`src/rtl/digit_counter_pkg.sv`:
```
// Shared types for the digit counter feeding the seven-segment decoder.
// Holds FSM encoding and the counter width.
package digit_counter_pkg;

    typedef enum logic {
        ST_STOP = 1'b0,
        ST_RUN  = 1'b1
    } state_t;

    localparam int COUNT_W = 8;

endpackage

```
`src/rtl/btn_sync_edge.sv`:
```
// Two-flop synchroniser plus rising-edge detector for a push-button.
// The pulse is gated by ena so edges arriving while disabled are lost.
module btn_sync_edge (
    input  logic clk,
    input  logic rst_n,
    input  logic ena,
    input  logic btn,
    output logic rise
);

    logic s1;
    logic s2;
    logic s3;

    // History keeps tracking while disabled so a held button never
    // produces a late pulse once ena returns.
    always_ff @(posedge clk or negedge rst_n) begin
        if (!rst_n) begin
            s1 <= 1'b0;
            s2 <= 1'b0;
            s3 <= 1'b0;
        end else begin
            s1 <= btn;
            s2 <= s1;
            s3 <= s2;
        end
    end

    assign rise = ena & s2 & ~s3;

endmodule

```
`src/rtl/digit_counter.sv`:
```
// Prescaled / single-step bounded up-down counter for the segment decoder.
// Count stays inside 0..MAX_VALUE; tick and wrap are registered pulses.
module digit_counter
    import digit_counter_pkg::*;
#(
    parameter int DIV       = 10_000_000,
    parameter int DIV_WIDTH = 24,
    parameter int MAX_VALUE = 9
) (
    input  logic               clk,
    input  logic               rst_n,
    input  logic               ena,
    input  logic               run,
    input  logic               up_dn,
    input  logic               load,
    input  logic [COUNT_W-1:0] load_value,
    input  logic               step,
    output logic [COUNT_W-1:0] counter,
    output logic               tick,
    output logic               wrap,
    output logic               running
);

    localparam logic [COUNT_W-1:0]   MAXV = COUNT_W'(MAX_VALUE);
    localparam logic [DIV_WIDTH-1:0] PTOP = DIV_WIDTH'(DIV - 1);

    state_t               state;
    state_t               state_nx;
    logic [DIV_WIDTH-1:0] presc;
    logic                 presc_top;
    logic                 step_rise;
    logic                 adv;
    logic                 load_en;
    logic [COUNT_W-1:0]   ld_val;
    logic [COUNT_W-1:0]   cnt_nx;
    logic                 wrap_nx;

    btn_sync_edge u_step (
        .clk   (clk),
        .rst_n (rst_n),
        .ena   (ena),
        .btn   (step),
        .rise  (step_rise)
    );

    always_ff @(posedge clk or negedge rst_n) begin
        if (!rst_n) begin
            state <= ST_STOP;
        end else begin
            state <= state_nx;
        end
    end

    always_comb begin
        state_nx = state;
        if (ena) begin
            state_nx = run ? ST_RUN : ST_STOP;
        end
    end

    assign running   = (state == ST_RUN);
    assign presc_top = (presc == PTOP);
    assign load_en   = ena & load;
    assign adv       = ena & (running ? presc_top : step_rise);
    assign ld_val    = (load_value > MAXV) ? MAXV : load_value;

    // Explicit bound compare before +/-1 keeps the count in range.
    always_comb begin
        cnt_nx  = counter;
        wrap_nx = 1'b0;
        if (up_dn) begin
            if (counter >= MAXV) begin
                cnt_nx  = '0;
                wrap_nx = 1'b1;
            end else begin
                cnt_nx = counter + COUNT_W'(1);
            end
        end else begin
            if (counter == '0) begin
                cnt_nx  = MAXV;
                wrap_nx = 1'b1;
            end else begin
                cnt_nx = counter - COUNT_W'(1);
            end
        end
    end

    always_ff @(posedge clk or negedge rst_n) begin
        if (!rst_n) begin
            presc <= '0;
        end else if (ena) begin
            if (load || (state_nx != state) || !running) begin
                presc <= '0;
            end else if (presc_top) begin
                presc <= '0;
            end else begin
                presc <= presc + DIV_WIDTH'(1);
            end
        end
    end

    always_ff @(posedge clk or negedge rst_n) begin
        if (!rst_n) begin
            counter <= '0;
            tick    <= 1'b0;
            wrap    <= 1'b0;
        end else if (load_en) begin
            counter <= ld_val;
            tick    <= 1'b0;
            wrap    <= 1'b0;
        end else if (adv) begin
            counter <= cnt_nx;
            tick    <= 1'b1;
            wrap    <= wrap_nx;
        end else begin
            tick <= 1'b0;
            wrap <= 1'b0;
        end
    end

endmodule

```
`config.mk`:
```
export PLATFORM = sky130hd
export DESIGN_NAME = digit_counter
export DESIGN_NICKNAME = d
export VERILOG_FILES = /design/src/rtl/digit_counter_pkg.sv /design/src/rtl/btn_sync_edge.sv /design/src/rtl/digit_counter.sv
export SDC_FILE = /design/constraint.sdc
export NUM_CORES = 1
export LEC_CHECK = 0
export ABC_AREA = 0
export CORE_MARGIN = 3
export CORE_UTILIZATION = 55
export CTS_BUF_LIST = sky130_fd_sc_hd__clkbuf_8
export DETAILED_ROUTE_END_ITERATION = 10
export GPL_TIMING_DRIVEN = 0
export HOLD_SLACK_MARGIN = 0.1
export PLACE_DENSITY = 0.79
export SLEW_MARGIN = 25
export SYNTH_ARGS = -nofsm -noshare
export SYNTH_HDL_FRONTEND = slang
export SYNTH_SLANG_ARGS = --single-unit
```
`constraint.sdc`:
```
create_clock -name clk -period 4.05 [get_ports clk]
set_input_delay 0.405 -clock clk [delete_from_list [all_inputs] [get_ports clk]]
set_output_delay 0.405 -clock clk [all_outputs]
set_load 0.02 [all_outputs]
```
After elaboration in Yosys (flattened, before gate mapping)
Index checks and enable logic that the tools add are counted.
Operators by class
  bitwise operators: 5
  reduce and logical (&&, ||, !) cells: 5
  equal/unequal tests: 2
  order comparisons: 2
  $add $sub $neg: 3
  mux-type cells: 18
Operators by type and width (count)
  2-to-1 mux 24 bit: 2
  2-to-1 mux 8 bit: 6
  adder 24 x 1 -> 24 bit (second input constant): 1
  equality test 24 bit (second input constant): 1
  2-to-1 mux 1 bit: 10
  adder 8 x 1 -> 8 bit (second input constant): 1
  >= comparator 8 x 4 -> 1 bit (second input constant): 1
  > comparator 8 x 4 -> 1 bit (second input constant): 1
  logical NOT 8 bit: 1
  subtractor 8 x 1 -> 8 bit (second input constant): 1
  AND 1 bit: 4
  logical OR 1 bit: 2
  nonzero test 2 bit: 1
  logical NOT 1 bit: 1
  != test 1 bit: 1
  inverter 1 bit: 1
Word-level totals
  output and inout port bits: 11
  word-level logic and storage cells: 43
  bits in registers: 38
  input bits: 15

Depth between registers and ports, before layout
Gate-level depths: netlist (run 1).
  depth after elaboration: 6
  depth in mapped cells: 8
  depth with buffers taken out: 8

Cells and area by module
Synthesis (run 1) repeated with hierarchy kept, for this count alone.
Unflattened totals
  cell total of the unflattened synthesis: 255
  area total of the unflattened synthesis: 2337.2 um^2
By module, submodules not included
  digit_counter: area an instance 2253.4 um^2, instances 1, cells an instance 251
  btn_sync_edge: area an instance 83.8 um^2, instances 1, cells an instance 4

Worst setup path before layout (run 1)
Ideal clock, no wire load.
  path kind: register -> register
  start point: reg counter[3]
  end point: reg counter[7]
  clock period less this slack: 2.086 ns
  data arrival time: 1.962 ns
  slack: 1.964 ns
  stages on the path, launching flop included: 8
  required time: 3.926 ns
  setup time: 0.124 ns
  cell sequence: dfrtp_1 > buf_6 > or4_4 > or2_1 > or3_1 > nand2_1 > a21oi_1 > a211o_1
Between the ends
  word-level cells in the longest chain between the ends: 5
RTL lines
  start: declaration: line digit_counter.sv:18  | output logic [COUNT_W-1:0] counter,
  start signal: assignment: line digit_counter.sv:108  | counter <= ld_val;
  start signal: assignment: line digit_counter.sv:112  | counter <= cnt_nx;
  subtractor 8 x 1 -> 8 bit, or another cell as far along: line digit_counter.sv:83  | cnt_nx = counter - COUNT_W'(1);
  2-to-1 mux 8 bit, on equally long branches: line digit_counter.sv:79, digit_counter.sv:72
  2-to-1 mux 8 bit (*): line digit_counter.sv:71  | if (up_dn) begin
  2-to-1 mux 8 bit (*): line digit_counter.sv:111  | end else if (adv) begin
  2-to-1 mux 8 bit (*): line digit_counter.sv:107  | end else if (load_en) begin
Every way passes the cells marked *; elsewhere a longest branch is shown, timed or not. The select of a mux whose other input is x is not followed.
A chain may end at the register's enable or synchronous reset.

Final worst setup path (run 1)
  start point: reg counter[1]
  end point: reg counter[2]
The elaborated chain is that of the path after synthesis.

==> results.ini, run 1 <==
[timing]
slew_violations=0
finalSetupViolations=0
worstMarginPinSlew_ps=645
slew_headroom_pct=56.8
finalHoldViolCount=0
fmax_mhz=459
finalCritPeriodShare_pct=53.8
rsz0062_at_grt=no
layout_min_cycle_time_ps=2180
clock-skew-final_ps=9.00
tns_ps=0

[synthesis]
async_flop_share_pct=100
synth_flop_cell=dfrtp_1
ys_seq_area_share_pct=41.1
yosys.area.top_type_share_pct=41.1
synth_area_um2=2320
yosys_warnings=0
syn_nets=270
yosysUniqueCellTypes=59
yosysTopAreaCell=dfrtp_1
yosysMostFrequentCell=dfrtp_1
postSynthCellCount=250
synth_edf_count=0
avgSynthCellArea_um2=9.26
synthTopCellsByCount=dfrtp_1, nand2_1, nor2_1, nand3_1
yosys_register_bits=38
synth_area_leaders=dfrtp_1, nand2_1, nor2_1, xor2_1, ha_1

[finish]
final_cells=331
nFillCells=294
diodes=0
area_growth_pct=20.1
final_core_util_pct=72.2
drive_gt1_share_pct=10.6
layout.nets=302

[placed_design]
port_buffers=23
gp_congestion=0.821
dpl.cell_count=322
dpl.hpwl_um=3700

[routing]
vias_per_cell=5.91
drc=0
finalWirelength_um=5020
drt_pre_antenna_iters=4
num_vias=1956
antenna_left=0
wl_per_cell_um=15.2
detail_route.iter0.violations=171

[cts]
cts_root_buffer=clkbuf_8
ctsResizeCount=0
clk_latency_ps=290
cts_setup_buffers=0
clock-sinks=38
clkTransAtPathRegs_ps=70
tritoncts=built
h-tree-depth=2
cts.path.max_buffers=2
numCtsBuffers=5

[grt]
grt-ovfl-total=0
grt_start_max_net_pins=21
grt_use_met2_pct=32.2
grtUsageMet3_pct=4.69
grt_util_all_layers_pct=21.8
busiest_layer=met1
grt_pass1_vias=1874
met1_usage_pct=32.3
grt_first_pass_wirelength_um=8800
antenna_found_initial=0

[die]
dieArea_um2=5030
pin_count=26
die_w_um=70.9
fp.coreArea_um2=3850
die_h_um=70.9
initial_core_util_pct=60.1
num_rows=22

[pwr]
ir_drop_mv=0.273
power_per_cell_area_nw_per_um2=417
power_w=0.00116
power.leakage_nw=1.19

[critical_path]
max_stage_delay_ps=450
worstPathArrival_ps=2390
crit_start=counter[1]$_DFFE_PN0P_
timing_worst_setup_path_type=flop to flop
path_delay_family=simple AND/OR/NAND/NOR gates
cp-end-kind=flop
worstPathRequired_ps=4260
startpoint_type=flop
path_cells=inv_1 > ha_1 > or3b_1 > nand2_1 > nand3_1 > o311a_1 > o21ai_1 > o2bb2ai_1
crit_slowest_cell=dfrtp_1
worstPathMaxFanout=7
cp_num_buf_inv=1
rr_startpoint=counter[1]$_DFFE_PN0P_

[min_path]
hp-class=flop to flop
hp-start=u_step.s1$_DFF_PN0_

[run_status]
status=finished, final reports clean

[run]
cap_viol_max_count=0

-- layer usage --
metal  vias up  wire, um  part of all wire (%)
met4         0        59                   1.2
met3         6       247                   4.9
met5         -         0                     0
met2        46      2280                    45
li1        974         -                     -
met1       930      2440                    49
-- cells by family after synthesis --
group	after synthesis	synth area share [%]
and+or+nand+nor	122	29.0
AOI/OAI and AO/OA	53	16.2
DFF	38	41.1
buffers and inverters	17	5.13
xor gates and xnor gates	13	4.92
adders and majority gates	5	2.70
muxes	2	0.972
-- registers in the layout (all words and copies together), names as in the netlist --
name       cells
u_step.s2      1
counter        8
u_step.s1      1
tick           1
wrap           1
u_step.s3      1
presc         24
running        1
-- area by class of cell --
cell class	count	area (um^2)	share of cell area, %
Buffer	12	86.3	3.10
Clock buffer	6	82.6	2.97
Clock inverter	2	60.1	2.16
Inverter	5	32.5	1.17
Multi-Input combinational cell	195	1250	44.8
Sequential cell	38	951	34.2
Tap cell	48	60.1	2.16
Timing Repair Buffer	25	263	9.45
-- power by group --
group	switching (W)	internal, W	leakage (nW)
clock	0.000135	0.000263	0.0714
sequential	0.0000412	0.000403	0.514
combinational	0.000171	0.000148	0.608
total	0.000347	0.000814	1.19
-- what timing repair did --
item	4_1_cts	5_1_grt
setup endpoints to repair	0	0
hold endpoints to repair	19	0
hold buffers	1	0
-- layout by cell type (no fill, tap or decap), types with 2 or more instances in the layout --
cell and count:
o21ai_0 6, nand2b_1 5, and2_1 4, o22ai_1 2, o2bb2ai_1 2, buf_2 4, nor4b_1 2, bufinv_16 2
o211ai_1 2, ha_1 5, or3_1 4, clkdlybuf4s50_1 22, buf_6 3, clkbuf_1 5, a31o_1 2, nor2b_1 2
dfrtp_1 38, nand4_1 8, nand2_1 30, and4_1 2, nor4_1 7, and3_1 4, xor2_1 9, o21ai_1 9
inv_1 4, nor2_1 25, a211o_1 3, a21oi_1 8, nand3_1 12, clkbuf_8 6, o31ai_2 2, nor4_2 2
xnor2_1 4, o31ai_1 5, nor3_1 2, a31oi_1 3
-- per-stage QoR --
step	hold slack [ps]	cell area [um^2]	setup slack, ps
global placement	339	2610	1670
detailed placement	341	2630	1910
CTS	358	2780	1890
global route	359	2780	1700
floorplan	109	2320	1960
finish	355	2780	1870
-- path summary, 6_finish.rpt --
path,to,slack [ps],cells after the start
min in group asynchronous,presc[4]$_DFFE_PN0P_,610,2
worst min-delay path,u_step.s2$_DFF_PN0_,360,0
worst max register to register,counter[2]$_DFFE_PN0P_,1870,8
worst min register to register,u_step.s2$_DFF_PN0_,360,0
max in group asynchronous,u_step.s1$_DFF_PN0_,2970,3
worst max-delay path,counter[2]$_DFFE_PN0P_,1870,8
(Power assumes the default switching activity.)
==> run 2, diff against run 1 <==
clock period = 2.2 ns   (was 4.05 ns; I/O delays follow)
==> run 2 against run 1 <==
Against the previous run:
- sequential cell count is the same
- total power is 89% higher
- critical path depth is 2 lower
- count of clock-buffer cells in the layout did not move
- utilization rose by 2.1 points
- combinational power grew 97%
- maximum frequency increased by 2.9%
- setup slack got worse by 1800 ps
- global-route usage unchanged
- non-clock buffer count up 1
- first-iteration DRC count rose by 9.4%
- clock skew fell by 6.0 ps
- critical endpoint is now counter[7]$_DFFE_PN0P_
==> results.ini, run 2 (synthesis results as in run 1) <==
[die]
fp.coreArea_um2=3850  ; unchanged
num_rows=22  ; unchanged
die_w_um=70.9  ; unchanged
dieArea_um2=5030  ; unchanged
die_h_um=70.9  ; unchanged
initial_core_util_pct=60.1  ; unchanged
pin_count=26  ; unchanged

[placed_design]
gp_congestion=0.821  ; unchanged
place_area_um2=2630  ; unchanged
port_buffers=23  ; unchanged
dpl.hpwl_um=3700  ; unchanged

[finish]
final_common_cell=dfrtp_1
area_growth_pct=23.7
largest_reg_flops=24  ; unchanged
nFillCells=283  ; -3.7%
register_area_um2=953  ; +0.26%
diodes=0  ; unchanged
stdcell_area_um2=2860  ; +3.0%
multi_input_area_um2=1310  ; +5.4%
largest-register=presc
layout.nets=303  ; +0.33%
reg_top3=presc x24, counter x8
drive_gt1_share_pct=14.1  ; +3.5 points
layout_common_cells=dfrtp_1, nand2_1, nor2_1

[critical_path]
path_delay_family=simple AND/OR/NAND/NOR gates
cp_num_cells=6  ; -2
worstPathMaxFanout=9  ; +2
worstPathRequired_ps=2380  ; -1880 ps
worstPathArrival_ps=2290  ; -100 ps
startpoint_type=flop
cp-end-kind=flop
crit_slowest_cell=or4_4
timing_worst_setup_path_type=flop to flop
cp_num_buf_inv=0  ; -1
max_stage_delay_ps=560  ; +110 ps
path_cells=or4_4 > or2_1 > or3_1 > nand2_1 > a21oi_1 > a211o_1
reg2regPathDepth=6  ; -2

[timing]
slew_violations=0  ; unchanged
finalSetupViolations=0  ; unchanged
clock-skew-final_ps=2.99  ; -6.01 ps
layout_min_cycle_time_ps=2120  ; -62.1 ps
finalHoldViolCount=0  ; unchanged
fmax_mhz=473  ; +2.9%
slew_headroom_pct=65.5  ; +8.7 points
finalCritPeriodShare_pct=96.2  ; +42 points
tns_ps=0  ; unchanged
worstMarginPinSlew_ps=518  ; -127 ps

[cts]
clk_latency_ps=290  ; about the same
clock-sinks=38  ; unchanged
numCtsBuffers=5  ; unchanged
h-tree-depth=2  ; unchanged
cts.path.max_buffers=2  ; unchanged
tritoncts=built
cts_root_buffer=clkbuf_8
clkTransAtPathRegs_ps=80  ; about the same

[min_path]
hold_path_depth=3  ; +3
hp-class=input pin to flop

[run]
cap_viol_max_count=0  ; unchanged

[grt]
grt_start_max_net_pins=21  ; unchanged
grt_first_pass_wirelength_um=8800  ; unchanged
antenna_found_initial=0  ; unchanged
grt_pass1_vias=1874  ; unchanged
grt-ovfl-total=0  ; unchanged
grt_util_all_layers_pct=21.8  ; unchanged

[routing]
num_vias=2022  ; +3.4%
vias_per_cell=6.09  ; +3.1%
wl_per_cell_um=16.1  ; +5.8%
antenna_left=0  ; unchanged
finalWirelength_um=5330  ; +6.1%
drc=0  ; unchanged
drt_pre_antenna_iters=4  ; unchanged
detail_route.iter0.violations=187  ; +9.4%

[pwr]
power.leakage_nw=1.23  ; +2.9%
power_per_cell_area_nw_per_um2=766  ; +84%
ir_drop_mv=0.530  ; +94%

[run_status]
status=finished, final reports clean

[run 2: what timing repair did]
| item | 4_1_cts | 5_1_grt |
|---|---|---|
| buffers inserted | 0 | 1 |
| resized for setup | 0 | 16 |
| hold buffers | 1 | 0 |
| endpoints found under the setup margin | 0 | 19 |
| hold endpoints to repair | 19 | 0 |
[run 2: path summary, 6_finish.rpt]
check	from	to	slack [ps]
worst max-delay path	counter[2]$_DFFE_PN0P_	counter[7]$_DFFE_PN0P_	80
worst min-delay path	ena	wrap$_DFF_PN0_	250
worst max register to register	counter[2]$_DFFE_PN0P_	counter[7]$_DFFE_PN0P_	80
worst min register to register	u_step.s1$_DFF_PN0_	u_step.s2$_DFF_PN0_	360
max in group asynchronous	rst_n	counter[0]$_DFFE_PN0P_	1300
min in group asynchronous	rst_n	counter[6]$_DFFE_PN0P_	420
[run 2: where the power goes]
group	internal (W)	leakage (nW)	switching (W)	total (W)
Clock	0.000484	0.0714	0.000254	0.000738
Sequential	0.000743	0.512	0.0000848	0.000828
Combinational	0.000297	0.646	0.000331	0.000628
[run 2: worst reg2reg max path, cell delays in order (launching register included)]
cell	delay, ps
dfrtp_1	490
or4_4	560
or2_1	250
or3_1	330
nand2_1	80
a21oi_1	70
a211o_1	230
[run 2: per-stage QoR]
stage / utilization (%) / power (W) / setup WS [ps] / hold WS [ps] / instances
2_1_floorplan: - / 0.00121 / 114 / -75.6 / 250
3_3_place_gp: 67.6 / 0.00140 / 3.27 / 339 / 321
3_5_place_dp: 68.2 / 0.00142 / 64.2 / 211 / 322
4_1_cts: 72.2 / 0.00215 / 37.5 / 234 / 331
5_1_grt: 74.3 / 0.00231 / -11.8 / 262 / 332
6_report: 74.3 / 0.00219 / 84.3 / 251 / 332
[run 2: final cells by class]
| cell class | count | area share [%] |
|---|---|---|
| Multi-Input combinational cell | 195 | 45.9 |
| Sequential cell | 38 | 33.3 |
| Timing Repair Buffer | 26 | 9.44 |
| Buffer | 12 | 3.19 |
| Clock buffer | 6 | 2.88 |
| Clock inverter | 2 | 2.10 |
| Tap cell | 48 | 2.10 |
| Inverter | 5 | 1.14 |
[run 2: per-layer routing]
metal / vias up / wire (um) / track usage [%]
li1: 980 / - / -
met1: 978 / 2550 / 32.3
met2: 58 / 2500 / 32.2
met3: 6 / 221 / 4.69
met4: 0 / 59 / 6.26
met5: - / 0 / 0
